<file path="config.mk">
export PLATFORM = sky130hd
export DESIGN_NAME = cla16_lfsr_opgen
export DESIGN_NICKNAME = d
export VERILOG_FILES = /design/src/rtl/cla16_lfsr_opgen.sv
export SDC_FILE = /design/constraint.sdc
export NUM_CORES = 1
export LEC_CHECK = 0
export ABC_AREA = 1
export CAP_MARGIN = 20
export CORE_MARGIN = 4
export CORE_UTILIZATION = 40
export CTS_BUF_LIST = sky130_fd_sc_hd__clkbuf_4 sky130_fd_sc_hd__clkbuf_8
export CTS_CLUSTER_DIAMETER = 60
export CTS_CLUSTER_SIZE = 40
export DETAILED_ROUTE_END_ITERATION = 8
export PLACE_DENSITY = 0.57
export SYNTH_ARGS = -nofsm -noshare
export SYNTH_HDL_FRONTEND = slang
export SYNTH_SLANG_ARGS = --single-unit
export TNS_END_PERCENT = 5
</file>
<file path="constraint.sdc">
create_clock -name clk -period 3.34 [get_ports clk]
set_input_delay 0.334 -clock clk [delete_from_list [all_inputs] [get_ports clk]]
set_output_delay 0.334 -clock clk [all_outputs]
set_load 0.01 [all_outputs]
</file>
<file path="src/rtl/cla16_lfsr_opgen.sv">
// Pseudo-random operand generator for bit16_cla: two 16-bit Fibonacci LFSRs
// emit a fixed-length, replayable run of (ain, bin, cin) vectors under a vld/hold handshake.
module cla16_lfsr_opgen #(
  parameter logic [15:0] SEED_A = 16'hACE1,
  parameter logic [15:0] SEED_B = 16'h1D2B,
  parameter int unsigned CNT_W  = 8
) (
  input  logic             clk,
  input  logic             rst_n,
  input  logic             start,
  input  logic [CNT_W-1:0] nvec,
  input  logic             hold,
  output logic [15:0]      ain,
  output logic [15:0]      bin,
  output logic             cin,
  output logic             vld,
  output logic             busy,
  output logic             done
);

  // A zero seed would lock the LFSR at zero forever.
  localparam logic [15:0] SA = (SEED_A == 16'h0000) ? 16'h0001 : SEED_A;
  localparam logic [15:0] SB = (SEED_B == 16'h0000) ? 16'h0001 : SEED_B;
  localparam logic [CNT_W-1:0] ONE = CNT_W'(1);

  typedef enum logic [1:0] {IDLE, RUN, DONE} state_t;

  state_t           state, state_d;
  logic [15:0]      lfsr_a, lfsr_a_d, lfsr_b, lfsr_b_d;
  logic [CNT_W-1:0] cnt, cnt_d, nvec_q, nvec_d;
  logic [15:0]      ain_d, bin_d;
  logic             cin_d, vld_d, busy_d, done_d;

  function automatic logic [15:0] lfsr_step(input logic [15:0] q);
    return {q[14:0], q[15] ^ q[13] ^ q[12] ^ q[10]};
  endfunction

  always_ff @(posedge clk or negedge rst_n) begin
    if (!rst_n) begin
      state  <= IDLE;
      lfsr_a <= SA;
      lfsr_b <= SB;
      cnt    <= '0;
      nvec_q <= '0;
      ain    <= '0;
      bin    <= '0;
      cin    <= 1'b0;
      vld    <= 1'b0;
      busy   <= 1'b0;
      done   <= 1'b0;
    end else begin
      state  <= state_d;
      lfsr_a <= lfsr_a_d;
      lfsr_b <= lfsr_b_d;
      cnt    <= cnt_d;
      nvec_q <= nvec_d;
      ain    <= ain_d;
      bin    <= bin_d;
      cin    <= cin_d;
      vld    <= vld_d;
      busy   <= busy_d;
      done   <= done_d;
    end
  end

  always_comb begin
    state_d  = state;
    lfsr_a_d = lfsr_a;
    lfsr_b_d = lfsr_b;
    cnt_d    = cnt;
    nvec_d   = nvec_q;
    ain_d    = ain;
    bin_d    = bin;
    cin_d    = cin;
    vld_d    = vld;
    unique case (state)
      IDLE: begin
        vld_d = 1'b0;
        if (start) begin
          if (nvec != '0) begin
            state_d  = RUN;
            nvec_d   = nvec;
            cnt_d    = '0;
            lfsr_a_d = SA;
            lfsr_b_d = SB;
            ain_d    = SA;
            bin_d    = SB;
            cin_d    = SA[0] ^ SB[0];
            vld_d    = 1'b1;
          end else begin
            state_d = DONE;
          end
        end
      end
      RUN: begin
        if (vld && !hold) begin
          if (cnt == nvec_q - ONE) begin
            state_d = DONE;
            vld_d   = 1'b0;
          end else begin
            lfsr_a_d = lfsr_step(lfsr_a);
            lfsr_b_d = lfsr_step(lfsr_b);
            ain_d    = lfsr_a_d;
            bin_d    = lfsr_b_d;
            cin_d    = lfsr_a_d[0] ^ lfsr_b_d[0];
            cnt_d    = cnt + ONE;
          end
        end
      end
      DONE: begin
        state_d = IDLE;
        cnt_d   = '0;
        vld_d   = 1'b0;
      end
      default: state_d = IDLE;
    endcase
    // Status flags are registered copies of the next state.
    busy_d = (state_d == RUN);
    done_d = (state_d == DONE);
  end

endmodule
</file>
# After elaboration in Yosys (flattened, before gate mapping)
# Index checks and enable logic that the tools add are counted.
# classes
bitwise_logic,7
n_mul,0
reduce_logical,10
order_cmp,0
n_eq_ne,10
n_mux,30
shift,0
n_div,0
n_addsub,2
# op_table
operator,count
16-bit two-way mux,8
16-bit case mux with 2 select lines,2
8-bit two-way mux,4
8-bit case mux with 3 select lines,1
"2-bit != test, second input constant",5
5-bit AND reduction,2
"8-bit by 1-bit adder with 8-bit output, second input constant",1
8-bit equality test,1
1-bit two-way mux,8
2-bit two-way mux,4
8-bit nonzero test,1
"8-bit by 1-bit subtractor with 8-bit output, second input constant",1
1-bit XOR,7
3-bit AND reduction,2
"2-bit by 1-bit equality test with 1-bit output, second input constant",2
"2-bit equality test, second input constant",2
2-bit case mux with 2 select lines,1
1-bit case mux with 3 select lines,1
3-bit nonzero test,1
2-bit zero test,1
1-bit case mux with 2 select lines,1
2-bit nonzero test,1
1-bit logical AND,1
1-bit zero test,1
# totals
ram_bits,0
input_bits,12
latch_bits,0
register_bits,86
romBits,0
wordCells,70
out_inout_bits,36
n_memories,0

# Logic depth before layout (Yosys ltp)
# logic_depth
ltp_word,7
depth_mapped,14
ltp_nobuf,14

# Worst setup path before layout
# Ideal clock, no wire load.
# synth_timing
kind,reg2reg
startpoint,reg nvec_q[0]
endpoint,reg ain[10]
stages_incl_launch_ff,14
slack_ns,1.434
required_ns,3.213
synth_period_minus_slack_ns,1.906
n_path_buf,1
setup_time_ns,0.127
arrival_ns,1.779
cell_sequence,dfrtp_1 > inv_2 > ha_1 > nand2_1 > inv_1 > nor2_1 > nand2_1 > nor2_2 > nand3_2 > nor2_4 > nand3_4 > buf_6 > o211ai_1 > nand2_1
# synth_via
elab_chain_cells,4
# synth_lines
item,line,source
from (decl),30,"logic [CNT_W-1:0] cnt, cnt_d, nvec_q, nvec_d;"
from (signal assigned),56,nvec_q <= nvec_d;
8-bit by 1-bit subtractor with 8-bit output,97,if (cnt == nvec_q - ONE) begin
8-bit equality test,97,
2-bit != test (no source line),-,
5-bit AND reduction (no source line),-,
to (signal assigned),57,ain <= ain_d;
to (decl),13,"output logic [15:0] ain,"
# No other way between the ends.
# A chain may end at the register's enable or synchronous reset.

# Worst setup path after layout
# layout_timing
startpoint,reg nvec_q[0]
endpoint,reg lfsr_a[10]
# layout_via
elab_chain_cells,4
# layout_lines
item,line,source
8-bit by 1-bit subtractor with 8-bit output,97,
8-bit equality test,97,
2-bit != test (no source line),-,
5-bit AND reduction (no source line),-,
to (signal assigned),53,lfsr_a <= lfsr_a_d;
to (decl),29,"logic [15:0] lfsr_a, lfsr_a_d, lfsr_b, lfsr_b_d;"
# No other way between the ends.

==> impl_metrics.tcl <==
set metrics [dict create \
    async_reset_ff_share_pct 100 \
    vias 2713 \
    holdWs_ns 0.179 \
    synth_nets 432 \
    final_layout_size_suffix_gt1_share_pct 22.3 \
    ys.flop_type "dfrtp_1" \
    die-area_mm2 0.0109 \
    drc 0 \
    fmax_mhz 428 \
    antenna_cells 0 \
    power.total_uw 5010 \
    core_area_mm2 0.00885 \
    synth_top_cell_by_area "dfrtp_1" \
    worstPathRequired_ns 3.63 \
    synth_area_leaders "dfrtp_1 (37%), nand2_1 (12%), dfstp_2 (11%)" \
    crit_top_cell "nand2_1" \
    ys_types 38 \
    cp_top_family "simple AND/OR/NAND/NOR gates" \
    end_kind "flip-flop" \
    clk_pin_slew_ns 0.08 \
    grt_pass1_vias 2691 \
    grt.total_usage_pct 15.0 \
    finish.utilization_pct 48.8 \
    synthCells 415 \
    final_nets 464 \
    syn_area_mm2 0.00370 \
    setup_slack_ns 1.00 \
    hold_viol 0 \
    synth.yosys.seq_area_share_pct 47.9 \
    initial_core_util_pct 41.8 \
    synth_edf_count 0 \
    ys_warn_count 0 \
    slew_violations 0 \
    critical_path.n_buffers_inverters 2 \
    ys_ff_latch 70 \
    postCtsResizedCells 0 \
    num_rows 34 \
    clk-insertion-delay-late_ns 0.35 \
    timing.rr.start "nvec_q[0]" \
    postRouteAntennaNets 0 \
    ios 48 \
    grt_pass1_wl_um 13300 \
    gr-total-overflow 0 \
    rsz0062_at_grt "false" \
    ir_drop_mv 0.539 \
    detail_route.first_pass.iterations 4 \
    crit_path_max_fanout 50 \
    critPathLaunchType "flip-flop" \
    drv_cap 0 \
    cpMaxStageDelayCell "nand2_8" \
    period_minus_slack_ns 2.34 \
    die_w_um 104 \
    post-place-ws_ns 0.991 \
    timing.critical_path.from "nvec_q[0]" \
    hold_buffers 0 \
    place.gp.congestion 0.845 \
    synth.top_cells.by_count "nand2_1 (123), dfrtp_1 (54), nand2_2 (42)" \
    crit_type "flip-flop to flip-flop" \
    tightest_slew_ns 0.917 \
    wirelength_um 7540 \
    hold_class "input pin to asynchronous set/reset pin" \
    viasPerCell 4.84 \
    cts_buffer_depth 2 \
    leakage_uw 0.00204 \
    syn2layout_area_growth_pct 16.6 \
    fp.dieH_um 104 \
    finalCritPeriodShare_pct 70.0 \
    antenna_found_initial 0 \
    critical_path.cell_chain "inv_2 > ha_1 > nand2_1 > inv_1 > nor2_1 > nand2_1 > nor2_2 > nand3_2 > nor2_4 > nand3_4 > nand2_8 > nand2_1 > nand2_1" \
    slowest_delay_ns 0.44 \
    cts.sinks 70 \
    cts_max_level 3 \
    synth_top_area_share_pct 36.5 \
    powerDensity_mw_per_mm2 1160 \
    finClkSkew_ns 0.0137 \
    grt_max_degree 71 \
    finalSetupViolations 0 \
    status "finished clean" \
    drtIter0Drc 96 \
    arrival_ns 2.62 \
    routedWlPerCell_um 13.5 \
    yosysMostFrequentCell "nand2_1" \
    cts_made_buffers 9 \
    fin_setup_tns_ns 0 \
    cts_tree "built" \
    cts_root_buf "clkbuf_8" \
    hpwlAfterDp_um 4990 \
    post_cts_buffers 0 \
    io_buffers 47 \
    syn_avg_cell_area_um2 8.92 \
    relSlewSlack_pct 38.9 \
]
[path summary, 6_finish.rpt]
path	slack, ns	cells past startpoint	end
min reg2reg	0.47	2	lfsr_a[0]
max in group asynchronous	2.54	2	bin[11]
max	1.00	13	lfsr_a[10]
min in group clk	0.47	2	lfsr_a[0]
max reg2reg	1.00	13	lfsr_a[10]
min	0.18	2	nvec_q[3]
[metal layers]
layer | GRT usage, % | vias up | share of wire, %
met1 | 20.9 | 1299 | 50
met5 | 0 | - | 0
met2 | 22.8 | 40 | 45
met4 | 5.51 | 0 | 1.3
met3 | 3.35 | 8 | 3.5
li1 | - | 1366 | -
[final cells by class]
| class | instances | area, µm² |
|---|---|---|
| clock buffer | 10 | 138 |
| sequential | 70 | 1770 |
| fill | 872 | 4530 |
| clock inverter | 6 | 116 |
| tap | 108 | 135 |
| multi-input combinational | 288 | 1560 |
| timing repair buffer | 51 | 495 |
| inverter | 27 | 101 |
[sequential cells by signal, summed over array words and instances, names as in the netlist]
signal / cells
cnt: 8
nvec_q: 8
vld: 1
bin: 15
lfsr_a: 8
lfsr_b: 9
state: 2
ain: 16
busy: 1
cin: 1
done: 1
[logic make-up after synthesis]
group | after synthesis | share of synthesized area (%)
buffers and inverters | 57 | 10.0
adder cells (fa/ha/maj) | 5 | 1.69
AND/OR/NAND/NOR | 231 | 29.8
AO/OA/AOI/OAI | 38 | 7.24
XOR/XNOR | 13 | 3.08
flip-flops | 70 | 47.9
multiplexers | 1 | 0.304
[report_power, final]
group | total (µW) | internal (µW) | switching, µW
Sequential | 1620 | 1320 | 306
Clock | 872 | 522 | 350
Combinational | 2520 | 1030 | 1490
[metrics by stage]
| step | area, µm² | std cells |
|---|---|---|
| detailed placement | 4060 | 544 |
| global placement | 4060 | 544 |
| CTS | 4320 | 560 |
| finish | 4320 | 560 |
| floorplan | 3700 | 415 |
| global route | 4320 | 560 |
[cells in the final DEF, fill, tap and decap left out, types with 2 or more instances in the layout]
cell type	instances
or2_2	3
buf_4	4
o211ai_1	14
nand3_1	28
bufinv_16	3
xor2_1	5
clkbuf_8	10
ha_1	5
nor3_1	3
o21ai_2	3
o21ai_0	10
xnor2_1	8
clkinv_4	2
inv_1	23
dfstp_2	16
nand2_1	123
inv_2	4
nor2_2	2
nand3b_1	2
nand2_2	42
nor2_4	3
o21ai_1	6
clkdlybuf4s50_1	46
nor2_1	19
dfrtp_1	54
Power figures use the tool's default switching activity.
